--- config.mk ---
export PLATFORM = sky130hd
export DESIGN_NAME = slave_aw_fifo
export DESIGN_NICKNAME = d
export VERILOG_FILES = /design/src/rtl/axi_aw_pkg.sv /design/src/rtl/aw_fifo_mem.sv /design/src/rtl/slave_aw_fifo.sv
export SDC_FILE = /design/constraint.sdc
export NUM_CORES = 1
export LEC_CHECK = 0
export ABC_AREA = 0
export CAP_MARGIN = 20
export CORE_ASPECT_RATIO = 0.6
export CORE_UTILIZATION = 51
export CTS_BUF_LIST = sky130_fd_sc_hd__clkbuf_4 sky130_fd_sc_hd__clkbuf_8
export CTS_CLUSTER_DIAMETER = 30
export DETAILED_ROUTE_END_ITERATION = 12
export PLACE_DENSITY = 0.74
export REMOVE_ABC_BUFFERS = 1
export SYNTH_ARGS = -nofsm -noshare
export SYNTH_HDL_FRONTEND = slang
export SYNTH_SLANG_ARGS = --single-unit
export TNS_END_PERCENT = 50
--- constraint.sdc ---
create_clock -name clk_i -period 3.79 [get_ports clk_i]
set_input_delay 0.9475 -clock clk_i [delete_from_list [all_inputs] [get_ports clk_i]]
set_output_delay 0.9475 -clock clk_i [all_outputs]
set_load 0.01 [all_outputs]
--- src/rtl/axi_aw_pkg.sv ---
// AXI write-address channel definitions shared by the AW FIFO slice.
// Field widths, packed-payload offsets above the user field, response codes.
package axi_aw_pkg;

  localparam int LEN_W    = 8;
  localparam int SIZE_W   = 3;
  localparam int BURST_W  = 2;
  localparam int LOCK_W   = 1;
  localparam int CACHE_W  = 4;
  localparam int PROT_W   = 3;
  localparam int QOS_W    = 4;
  localparam int REGION_W = 4;

  // Fixed (non-parameterised) field bits in one AW beat.
  localparam int AW_FIX_W = LEN_W + SIZE_W + BURST_W + LOCK_W
                          + CACHE_W + PROT_W + QOS_W + REGION_W;

  // Offsets of fixed fields, counted from the top of the user field.
  localparam int REGION_OFF = 0;
  localparam int QOS_OFF    = REGION_OFF + REGION_W;
  localparam int PROT_OFF   = QOS_OFF + QOS_W;
  localparam int CACHE_OFF  = PROT_OFF + PROT_W;
  localparam int LOCK_OFF   = CACHE_OFF + CACHE_W;
  localparam int BURST_OFF  = LOCK_OFF + LOCK_W;
  localparam int SIZE_OFF   = BURST_OFF + BURST_W;
  localparam int LEN_OFF    = SIZE_OFF + SIZE_W;
  localparam int ADDR_OFF   = LEN_OFF + LEN_W;

  function automatic int aw_w(input int addr_w, input int id_w,
                              input int user_w);
    return addr_w + id_w + user_w + AW_FIX_W;
  endfunction

  typedef enum logic [1:0] {
    RESP_OKAY   = 2'b00,
    RESP_EXOKAY = 2'b01,
    RESP_SLVERR = 2'b10,
    RESP_DECERR = 2'b11
  } resp_e;

endpackage

--- src/rtl/aw_fifo_mem.sv ---
// AW FIFO storage: DEPTH x WIDTH register array, no reset.
// Ports: clk_i, we_i/waddr_i/wdata_i write, raddr_i/rdata_o async read.
module aw_fifo_mem #(
  parameter int DEPTH = 4,
  parameter int WIDTH = 87,
  parameter int PTR_W = $clog2(DEPTH)
) (
  input  logic             clk_i,
  input  logic             we_i,
  input  logic [PTR_W-1:0] waddr_i,
  input  logic [WIDTH-1:0] wdata_i,
  input  logic [PTR_W-1:0] raddr_i,
  output logic [WIDTH-1:0] rdata_o
);

  logic [WIDTH-1:0] mem_q [DEPTH];

  always_ff @(posedge clk_i) begin
    if (we_i) mem_q[waddr_i] <= wdata_i;
  end

  assign rdata_o = mem_q[raddr_i];

endmodule

--- src/rtl/slave_aw_fifo.sv ---
// AXI AW channel FIFO with optional empty-bypass (fall-through) output.
// Ports: upstream slave_*, downstream master_*, count_o/full_o/empty_o.
module slave_aw_fifo
  import axi_aw_pkg::*;
#(
  parameter int ADDRESS_WIDTH = 32,
  parameter int ID_WIDTH      = 16,
  parameter int USER_WIDTH    = 10,
  parameter int BUFF_DEPTH    = 4,
  parameter int FALL_THROUGH  = 0,
  localparam int AW_W  = aw_w(ADDRESS_WIDTH, ID_WIDTH, USER_WIDTH),
  localparam int CNT_W = $clog2(BUFF_DEPTH) + 1
) (
  input  logic             clk_i,
  input  logic             rst_ni,
  input  logic             test_en_i,
  input  logic             slave_valid_i,
  input  logic [AW_W-1:0]  slave_aw_i,
  output logic             slave_ready_o,
  output logic             master_valid_o,
  output logic [AW_W-1:0]  master_aw_o,
  input  logic             master_ready_i,
  output logic [CNT_W-1:0] count_o,
  output logic             full_o,
  output logic             empty_o
);

  localparam int PTR_W = $clog2(BUFF_DEPTH);

  logic [PTR_W-1:0] wptr_q, wptr_d;
  logic [PTR_W-1:0] rptr_q, rptr_d;
  logic [CNT_W-1:0] cnt_q, cnt_d;
  logic [AW_W-1:0]  rdata;
  logic bypass, push, pop, wr_en, rd_en;
  logic unused_test_en;

  assign unused_test_en = test_en_i;

  assign empty_o = (cnt_q == '0);
  assign full_o  = (cnt_q == CNT_W'(BUFF_DEPTH));
  assign count_o = cnt_q;

  // Bypass only applies while storage is empty.
  assign bypass = (FALL_THROUGH != 0) && empty_o;

  assign slave_ready_o  = rst_ni && !full_o;
  assign master_valid_o = rst_ni && (bypass ? slave_valid_i : !empty_o);

  always_comb begin
    master_aw_o = '0;
    if (master_valid_o) master_aw_o = bypass ? slave_aw_i : rdata;
  end

  assign push = slave_valid_i && slave_ready_o;
  assign pop  = master_valid_o && master_ready_i;

  // A bypassed beat that is taken the same cycle never touches storage.
  assign wr_en = push && !(bypass && pop);
  assign rd_en = pop && !bypass;

  always_comb begin
    wptr_d = wptr_q;
    rptr_d = rptr_q;
    cnt_d  = cnt_q;
    if (wr_en) wptr_d = wptr_q + PTR_W'(1);
    if (rd_en) rptr_d = rptr_q + PTR_W'(1);
    unique case ({wr_en, rd_en})
      2'b10:   cnt_d = cnt_q + CNT_W'(1);
      2'b01:   cnt_d = cnt_q - CNT_W'(1);
      default: cnt_d = cnt_q;
    endcase
  end

  always_ff @(posedge clk_i) begin
    if (!rst_ni) begin
      wptr_q <= '0;
      rptr_q <= '0;
      cnt_q  <= '0;
    end else begin
      wptr_q <= wptr_d;
      rptr_q <= rptr_d;
      cnt_q  <= cnt_d;
    end
  end

  aw_fifo_mem #(
    .DEPTH (BUFF_DEPTH),
    .WIDTH (AW_W)
  ) u_mem (
    .clk_i   (clk_i),
    .we_i    (wr_en),
    .waddr_i (wptr_q),
    .wdata_i (slave_aw_i),
    .raddr_i (rptr_q),
    .rdata_o (rdata)
  );

endmodule

==> out/summary.md <==
- **outcome** finished, final reports clean
- **critical path start-end classification** primary input to output pin
- **most area-hungry cell type in the Yosys netlist** edfxtp_1
- **flop and latch count out of synthesis** 357
- **setup tns final** 0 ns
- **delay of the slowest critical-path stage** 0.56 ns
- **total wire length after detailed routing** 26300 µm
- **maximum achievable frequency** 273 MHz
- **first-pass detailed-route iteration total** 4
- **highest-delay cell along the critical path** clkdlybuf4s50_1
- **final critical delay including setup and external delays** 3.67 ns
- **power share of the combinational group** 0.121
- **fraction of layout instances using a drive strength above 1** 0.234
- **post-synthesis sequential area ratio** 0.779
- **H-Tree Depth** 2
- **first-pass GRT wire length** 39800 µm
- **cell leakage power** 0.00549 µW
- **worst-case vdd ir drop** 0.336 mV
- **internal power summed over all cells** 6670 µW
- **Placer Congestion** 0.786
- **number of global-route vias before repair** 7096
- **max-slew violation count** 0
- **Max Root-Sink Buffers** 3
- **Resize count post-CTS** 0
- **power density of the placed cells** 498 mW/mm²
- **most prevalent standard cell on the critical path** clkdlybuf4s50_1
- **number of buffers and inverters on the critical path** 3
- **CP cell instances** clkdlybuf4s50_1 > nor2b_4 > buf_12 > and2_1 > clkdlybuf4s50_1
- **worst slew pin tran** 0.351 ns
- **die boundary width** 213 µm
- **remaining global-route overflow** 0
- **max capacitance violation total** 0
- **Die Y-Extent** 129 µm
- **Hold WC Path Type** flip-flop to flip-flop
- **post-synth top area share** 0.766
- **count of port buffers added during placement** 184
- **final period utilization** 0.968
- **number of buffers inserted by hold repair at cts** 0
- **Starting DRT DRC Count** 456
- **worst relative slew slack** 0.766
- **final worst setup slack** 0.122 ns
- **later-pin clock latency in the skew report** 0.57 ns
- **full die area** 0.0274 mm²
- **number of enable flip-flop cells after synthesis** 348
- **RSZ-0062 raised after global routing** false
- **category of the worst setup path launch point** primary input
- **number of sinks driven by the clock tree** 357
- **most instantiated cells after synthesis** 348 x edfxtp_1, 97 x and2_1, 87 x mux4_2
- **most common cell in the netlist** edfxtp_1
- **required time of the critical path** 2.84 ns
- **mean area per synthesized cell** 22.4 µm²
- **post-CTS clock slew at the launch and capture registers of the worst setup and hold paths** 0.07 ns
- **number of cells produced by synthesis** 608
- **sequential power share** 0.529
- **net switching power figure** 1890 µW
- **initial core utilization** 0.529
- **number of hold violations in the final report** 0
- **crit-path leading delay family** buffers and inverters
- **fraction of synthesis flops using an asynchronous set or reset pin** 0
- **number of core rows** 45
- **critical-path maximum fanout** 48
- **Core Region** 0.0258 mm²
- **CTS Buf Count** 52
- **Power, Total** 8550 µW
- **area of the mapped netlist** 0.0136 mm²
- **# setup viols final** 0
- **switching power share of the total** 0.221
- **WL/cell** 21.3 µm
- **overall global routing resource usage** 0.198
- **largest net degree at the start of global routing** 53
- **Arr. time, crit path** 2.72 ns
- **power share of the clock group** 0.349
- **number of DRC violations after detailed routing** 0
- **TritonCTS clock tree** yes
- **total half-perimeter wirelength after legalization and detailed placement** 15700 µm
- **Yosys warnings** 0
- **Post CTS Setup Buffer Count** 0
- **main area contributors after synthesis** edfxtp_1 77%, mux4_2 14%, and2_1 4.4%
- **CTS Root Buffer Type** clkbuf_8
- **clock tree skew after final layout** 0.0245 ns
- **vias per cell** 5.31
- **DR vias** 6563
- **Final Util** 0.666
- **residual antenna-violating net count after detailed routing** 0
- **final layout net count** 937
- **count of boundary I/O pins** 186
- **category of the worst setup path capture point** output pin
- **flip-flop cell with the highest count after synthesis** edfxtp_1
- **number of unique standard cell types used by synthesis** 24
- **area growth from synthesis to final layout** 25.9%
- **setup slack after placement** 0.131 ns
- **number of antenna violations at the first check in global routing** 2
[placed cells by master (no fill, tap or decap), drive strengths merged]
| cell type | netlist | layout |
|---|---|---|
| or3 | 2 | 2 |
| a21boi | 2 | 2 |
| fa | 1 | 1 |
| and2 | 97 | 97 |
| xnor2 | 2 | 2 |
| o31ai | 1 | 1 |
| nand2 | 4 | 4 |
| o21ai | 3 | 3 |
| clkinvlp | 0 | 1 |
| bufinv | 0 | 1 |
| nor3 | 1 | 1 |
| dfxtp | 9 | 9 |
| inv | 8 | 8 |
| diode | 0 | 3 |
| xor2 | 1 | 1 |
| and3 | 1 | 1 |
| edfxtp | 348 | 348 |
| nor2b | 1 | 1 |
| or3b | 1 | 1 |
| clkinv | 0 | 23 |
| buf | 17 | 25 |
| clkbuf | 15 | 71 |
| ha | 5 | 5 |
| mux4 | 87 | 87 |
| clkdlybuf4s50 | 0 | 184 |
| mux2i | 2 | 2 |
[worst min-delay path, delay by kind of cell, from the launching register on]
| kind | cells | cell delay (ns) |
|---|---|---|
| DFF | 1 | 0.35 |
| muxes | 1 | 0.06 |
| and+or+nand+nor | 1 | 0.07 |
[state kept, by name, summed over array words and instances, names as in the netlist, named ones only]
signal,flops
rptr_q,2
wptr_q,2
u_mem.mem_q,348
count_o,3
[layout make-up]
type,count,area [µm²]
Sequential cell,357,10600
Fill cell,1718,8600
Multi-Input combinational cell,211,2810
Timing Repair Buffer,209,2230
Clock buffer,71,890
Tap cell,352,440
Clock inverter,25,140
Inverter,8,30.0
Antenna cell,3,7.51
[cells by family after synthesis]
group                    synth area share
AO/OA/AOI/OAI                     0.00275
XOR/XNOR                          0.00193
adder cells (fa/ha/maj)           0.00605
buffers and inverters              0.0163
flip-flops                          0.779
multiplexers                        0.145
AND/OR/NAND/NOR                    0.0488
[worst paths after layout]
check	startpoint	end	slack, ns	cells past startpoint
worst min register to register	wptr_q[0]	wptr_q[0]	0.52	2
worst max-delay path	rst_ni	master_aw_o[17]	0.12	5
worst min-delay path	wptr_q[0]	wptr_q[0]	0.52	2
worst max register to register	count_o[2]	count_o[2]	1.10	9
[per-stage QoR]
stage | cell area, µm² | hold slack [ns] | instances
after detailed placement | 16100 | 0.510 | 1130
after global placement | 16100 | 0.484 | 1130
after global routing | 17200 | 0.555 | 1233
after floorplan | 13500 | 0.468 | 576
after CTS | 17100 | 0.520 | 1226
final | 17200 | 0.521 | 1236
[per-layer routing]
metal | vias to the layer above | track usage | wire (µm)
li1 | 2944 | - | -
met1 | 3350 | 0.266 | 11400
met2 | 217 | 0.312 | 12300
met3 | 50 | 0.0652 | 2100
met4 | 2 | 0.0563 | 448
met5 | - | 0 | 11
[power by group through the flow]
| stage | Combinational (µW) | Clock (µW) | Sequential (µW) |
|---|---|---|---|
| 6_report | 1040 | 2990 | 4530 |
| 5_1_grt | 1120 | 3260 | 4530 |
| 4_1_cts | 1020 | 3080 | 4540 |
| 3_5_place_dp | 1020 | 0 | 4620 |
| 3_3_place_gp | 997 | 0 | 4610 |
| 2_1_floorplan | 487 | 0 | 4680 |
Note: power is estimated with default switching activity, not from simulation.
